**src/rtl/hazard_track_pkg.sv**
```systemverilog
// hazard_track_pkg: forwarding-select encoding, Tuse "unused" marker and default Tnew per result class
package hazard_track_pkg;

    // Forwarding select value meaning "take the operand from the register file"
    localparam int FWD_RF = 0;

    // Tuse value marking an operand the instruction does not read (for the default TW = 2)
    localparam logic [1:0] TUSE_UNUSED = 2'b11;

    // Tnew an instruction carries on entering E, by where its result is produced
    typedef enum logic [1:0] {
        TNEW_PC  = 2'd0,
        TNEW_ALU = 2'd1,
        TNEW_DM  = 2'd2
    } tnew_class_e;

endpackage

```
**src/rtl/hazard_match.sv**
```systemverilog
// hazard_match: youngest-match hazard and forwarding-source selection for one decode operand
module hazard_match import hazard_track_pkg::*; #(
    parameter int STAGES = 3,
    parameter int REGW   = 5,
    parameter int TW     = 2,
    localparam int SW    = $clog2(STAGES + 1)
) (
    input  logic [REGW-1:0]        addr,
    input  logic [TW-1:0]          tuse,
    input  logic [STAGES*REGW-1:0] a3_s,
    input  logic [STAGES*TW-1:0]   tnew_s,
    output logic                   hazard,
    output logic [SW-1:0]          fwd_sel
);

    logic          hit;
    logic          used;
    logic [TW-1:0] hit_tnew;
    logic [SW-1:0] hit_k;

    // Scan oldest to youngest so the youngest match overwrites (older writers are shadowed)
    always_comb begin
        hit      = 1'b0;
        hit_tnew = '0;
        hit_k    = '0;
        for (int k = STAGES; k >= 1; k--) begin
            if (addr != '0 && a3_s[(k-1)*REGW +: REGW] == addr) begin
                hit      = 1'b1;
                hit_tnew = tnew_s[(k-1)*TW +: TW];
                hit_k    = SW'(k);
            end
        end
        used    = tuse != {TW{1'b1}};
        hazard  = hit && used && hit_tnew > tuse;
        fwd_sel = (hit && used && hit_tnew == '0) ? hit_k : SW'(FWD_RF);
    end

endmodule

```
**src/rtl/hazard_track.sv**
```systemverilog
// hazard_track: in-flight writer tracking, decode stall and operand forwarding selects.
// Define HAZARD_MDU_EN to add the mult/div busy counter and HI/LO structural stall.
module hazard_track import hazard_track_pkg::*; #(
    parameter int STAGES  = 3,
    parameter int REGW    = 5,
    parameter int TW      = 2,
    parameter int MDU_LAT = 5
) (
    input  logic                         clk,
    input  logic                         reset,
    input  logic [REGW-1:0]              a1_d,
    input  logic [REGW-1:0]              a2_d,
    input  logic [TW-1:0]                tuse_rs_d,
    input  logic [TW-1:0]                tuse_rt_d,
    input  logic [REGW-1:0]              a3_d,
    input  logic [TW-1:0]                tnew_d,
    input  logic                         md_start_d,
    input  logic                         md_use_d,
    output logic                         stall,
    output logic [$clog2(STAGES+1)-1:0]  fwd_rs_sel,
    output logic [$clog2(STAGES+1)-1:0]  fwd_rt_sel,
    output logic [STAGES*REGW-1:0]       a3_s,
    output logic                         md_busy
);

    logic [STAGES-1:0][REGW-1:0] a3_pipe_q, a3_pipe_d;
    logic [STAGES-1:0][TW-1:0]   tnew_pipe_q, tnew_pipe_d;
    logic                        hz_rs, hz_rt, md_stall;

    hazard_match #(.STAGES(STAGES), .REGW(REGW), .TW(TW)) u_rs (
        .addr    (a1_d),
        .tuse    (tuse_rs_d),
        .a3_s    (a3_pipe_q),
        .tnew_s  (tnew_pipe_q),
        .hazard  (hz_rs),
        .fwd_sel (fwd_rs_sel)
    );

    hazard_match #(.STAGES(STAGES), .REGW(REGW), .TW(TW)) u_rt (
        .addr    (a2_d),
        .tuse    (tuse_rt_d),
        .a3_s    (a3_pipe_q),
        .tnew_s  (tnew_pipe_q),
        .hazard  (hz_rt),
        .fwd_sel (fwd_rt_sel)
    );

    assign stall = hz_rs | hz_rt | md_stall;
    assign a3_s  = a3_pipe_q;

    // Stage 1 takes the decode writer or a bubble; later stages age Tnew toward 0
    always_comb begin
        a3_pipe_d[0]   = stall ? '0 : a3_d;
        tnew_pipe_d[0] = stall ? '0 : tnew_d;
        for (int k = 1; k < STAGES; k++) begin
            a3_pipe_d[k]   = a3_pipe_q[k-1];
            tnew_pipe_d[k] = (tnew_pipe_q[k-1] == '0) ? '0 : tnew_pipe_q[k-1] - 1'b1;
        end
    end

    // Writer pipeline registers; reset drops all in-flight writers
    always_ff @(posedge clk or negedge reset) begin
        if (!reset) begin
            a3_pipe_q   <= '0;
            tnew_pipe_q <= '0;
        end else begin
            a3_pipe_q   <= a3_pipe_d;
            tnew_pipe_q <= tnew_pipe_d;
        end
    end

`ifdef HAZARD_MDU_EN
    localparam int CW = $clog2(MDU_LAT + 1);

    logic          md_s1_q, md_s1_d;
    logic [CW-1:0] md_cnt_q, md_cnt_d;

    // A start counts once it reaches E; the counter reloads then and drains afterwards
    always_comb begin
        md_s1_d  = md_start_d & ~stall;
        md_cnt_d = md_s1_q ? CW'(MDU_LAT) : ((md_cnt_q != '0) ? md_cnt_q - 1'b1 : '0);
    end

    // Mult/div busy state registers
    always_ff @(posedge clk or negedge reset) begin
        if (!reset) begin
            md_s1_q  <= 1'b0;
            md_cnt_q <= '0;
        end else begin
            md_s1_q  <= md_s1_d;
            md_cnt_q <= md_cnt_d;
        end
    end

    assign md_busy  = md_cnt_q != '0 || md_s1_q;
    assign md_stall = md_use_d & md_busy;
`else
    logic md_unused;
    assign md_unused = ^{md_start_d, md_use_d, MDU_LAT[0]};
    assign md_busy   = 1'b0;
    assign md_stall  = 1'b0;
`endif

endmodule
```
**config.mk**
```make
export PLATFORM = sky130hd
export DESIGN_NAME = hazard_track
export DESIGN_NICKNAME = d
export VERILOG_FILES = /design/src/rtl/hazard_track_pkg.sv /design/src/rtl/hazard_match.sv /design/src/rtl/hazard_track.sv
export SDC_FILE = /design/constraint.sdc
export NUM_CORES = 1
export LEC_CHECK = 0
export ABC_AREA = 1
export BUFFER_PORTS_ARGS = -buffer_cell sky130_fd_sc_hd__buf_2
export CORE_AREA = 8 8 65 67
export CTS_CLUSTER_SIZE = 20
export DETAILED_ROUTE_END_ITERATION = 12
export DIE_AREA = 0 0 73 75
export PLACE_DENSITY = 0.77
export SKIP_LAST_GASP = 1
export SYNTH_ARGS = -nofsm -noshare
export SYNTH_HDL_FRONTEND = slang
export SYNTH_SLANG_ARGS = --single-unit
```
**constraint.sdc**
```tcl
create_clock -name clk -period 2.6 [get_ports clk]
set_input_delay 0.39 -clock clk [delete_from_list [all_inputs] [get_ports clk]]
set_output_delay 0.39 -clock clk [all_outputs]
set_load 0.005 [all_outputs]
```
==> impl_summary.txt <==
----------------------------------------------------
[Cells and area]
  Leading cell type in the layout, fill and taps excluded ... sky130_fd_sc_hd__nand2_1
  Share of post-route cells with drive strength above 1 ... 0.450
  Final core utilization ... 0.649
  Final antenna diode count ... 0
  Leading cell types in the layout, fill and taps excluded ... 68 x sky130_fd_sc_hd__nand2_1, 41 x sky130_fd_sc_hd__buf_2, 26 x sky130_fd_sc_hd__inv_1
  Fill cell count ... 286
  Area Growth Syn to Fin ... 31.8%
  Nets@finish ... 312

[Floorplanning]
  Total number of placement rows ... 21
  Width of the chip ... 73 um
  Initial cell density of the core ... 0.492
  Core ar. ... 3230 um^2
  Number of I/O pins ... 46
  Die area ... 5480 um^2
  Die H ... 75 um

[Worst setup path]
  Worst stage delay on the critical path ... 460 ps
  Worst setup EP type ... primary output
  Crit-path slowest cell ... sky130_fd_sc_hd__dfrtp_2
  Crit Reg-Reg Startpoint ... a3_s[3]
  CP startpoint kind ... flop
  Worst EP required ... 2210 ps
  CP Max Fanout ... 6
  Critical path data arrival time ... 2260 ps
  Critical path launch point ... a3_s[3]
  Worst Reg-to-Reg Cells ... 12
  Ordered list of cells on the worst path ... xnor2_2 > nand3_2 > nor2_4 > a21oi_1 > nand2_1 > nand2_2 > ha_1 > a21oi_4 > nand2_4 > nand2_8 > buf_6
  Path type of the worst setup path ... flop to primary output

[Clocking]
  CTS tree ... built
  Clock Sinks ... 21
  CTS buffer count ... 3
  Root buffer cell ... sky130_fd_sc_hd__clkbuf_4
  Clock transition at the registers of the reported paths ... 100 ps
  Clk buf depth ... 2
  Clk Latency, worst-skew pair ... 290 ps
  Post-CTS Hold Fix Bufs ... 0
  H-tree depth ... 1

[Drt]
  Number of DRC violations after detailed routing ... 0
  Total number of vias ... 1527
  Drt pass-1 iters ... 4
  Wire length per cell after detailed routing ... 11.9 um
  Via density ... 4.66
  Post-DRT Antenna Nets ... 0
  Final wirelength ... 3910 um
  Number of violations reported at the end of detailed-routing iteration 0 ... 72

[Flow run]
  Max-capacitance violation count ... 0

[Logic synthesis]
  Netlist area before placement ... 1590 um^2
  Yosys warning count ... 0
  Flops & latches, synth ... 21
  Top cells by area, synth ... sky130_fd_sc_hd__dfrtp_1 33%, sky130_fd_sc_hd__nand2_1 17%, sky130_fd_sc_hd__xnor2_1 7.7%
  Number of standard cells after synthesis ... 225
  Number of nets produced by synthesis ... 254
  Distinct cell type count after synthesis ... 20
  Area leader, netlist ... sky130_fd_sc_hd__dfrtp_1
  Mean Syn Cell Area ... 7.07 um^2
  Share of synthesized area occupied by flip-flops and latches ... 0.330
  Portion of synthesized cell area occupied by the leading cell type ... 0.330

[Global routing]
  Antenna violations before repair ... 0
  Final global-route overflow total ... 0
  First-pass GRT wire length ... 6240 um
  All-Layer GR Usage ... 0.142
  Vias in the first global route ... 1528
  Maximum number of pins on one net before global-route repair ... 22

[STA]
  Final hold violations ... 0
  Final setup violation count ... 1
  Maximum clock frequency ... 377 MHz
  Shortest period the worst path allows ... 2650 ps
  Part of the cycle the worst path needs ... 1.02
  Final Slew Violations ... 0
  RSZ-0062 raised after global routing ... true
  Worst clock skew ... 1.08 ps
  Post-route worst setup slack ... -53.2 ps

[Place]
  Setup WS pre-CTS ... -16.4 ps
  RD Place Congestion ... 0.845
  Final HPWL from detailed placement ... 2770 um
  Number of I/O port buffers ... 42

[Power and ir drop]
  Peak supply drop ... 0.000387 V
  Ratio of total power to cell area ... 379 nW/um^2
  Static leakage ... 1.15 nW

[Outcome]
  Failing checks ... setup timing
  Status ... finished, violations left

[Worst hold path]
  Worst hold path type ... input port to async pin

----------------------------------------------------
-- where the power goes --
group | total, W | internal [W] | switching [W]
sequential | 0.000379 | 0.000351 | 0.0000285
combinational | 0.000272 | 0.000125 | 0.000147
clock | 0.000145 | 0.0000597 | 0.0000852
total | 0.000796 | 0.000535 | 0.000261
-- kinds of logic (layout without fill, tap and decap cells) --
family	after synthesis	in the layout	share of synthesized area
XOR/XNOR	14	14	0.0770
adder cells (fa/ha/maj)	4	4	0.0314
flip-flops	21	21	0.330
AND/OR/NAND/NOR	121	121	0.366
other	1	1	0.00236
buffers and inverters	52	109	0.149
AO/OA/AOI/OAI	12	12	0.0448
-- worst max-delay path: cells and delay by family, from the launching register on --
| family | cells | cell delay (ps) |
|---|---|---|
| xor+xnor | 1 | 190 |
| simple gates | 6 | 650 |
| compound gates | 2 | 260 |
| flops | 1 | 460 |
| buf+inv | 1 | 90 |
| fa+ha+maj | 1 | 310 |
-- per-layer routing --
| metal | GRT usage | share of wire |
|---|---|---|
| met4 | 0.0578 | 0.028 |
| met5 | 0 | 0 |
| met3 | 0.0413 | 0.065 |
| met2 | 0.254 | 0.50 |
| met1 | 0.155 | 0.41 |
-- final timing paths --
kind / endpoint / slack, ps
max reg2reg: a3_s[4] / 400
max: stall / -50
min in group clk: a3_s[2] / 300
min reg2reg: tnew_pipe_q[2] / 450
max in group asynchronous: a3_s[3] / 2240
min: a3_s[1] / 30
-- final cells by class --
class	count	area, um^2	share of cell area
clock buffers	4	26.3	0.0125
inverters	41	154	0.0733
multi-input cells	152	936	0.446
flip-flops and latches	21	528	0.252
well taps	46	57.6	0.0274
repair buffers	64	397	0.189
-- cell usage after synthesis, drive strengths merged --
cell type,number
conb,1
buf,11
inv,41
a21oi,10
nand3,13
dfrtp,21
o21ai,2
nand4,1
nor2,30
nand2,77
xnor2,14
ha,4
-- registers in the layout (all words and copies together), names as in the netlist --
register / flops
a3_s: 15
tnew_pipe_q: 6
-- through the flow --
stage	area, um^2	TNS (ps)	hold slack (ps)	total power (W)	instances
2_1_floorplan	1590	0	94.4	0.000537	225
3_3_place_gp	1800	0	357	0.000597	305
3_5_place_dp	1800	-16.4	361	0.000603	305
4_1_cts	2000	-169	33.5	0.000777	325
5_1_grt	2100	-403	51.6	0.000853	328
6_report	2100	-53.2	25.6	0.000796	328
-- repair_timing --
item / 4_1_cts / 5_1_grt
buffers inserted: 16 / 6
hold endpoints to repair: 0 / 0
pin swaps: 7 / 30
endpoints found under the setup margin: 1 / 3
resized for setup: 10 / 24
No activity file was read; power rests on OpenSTA's default activity.
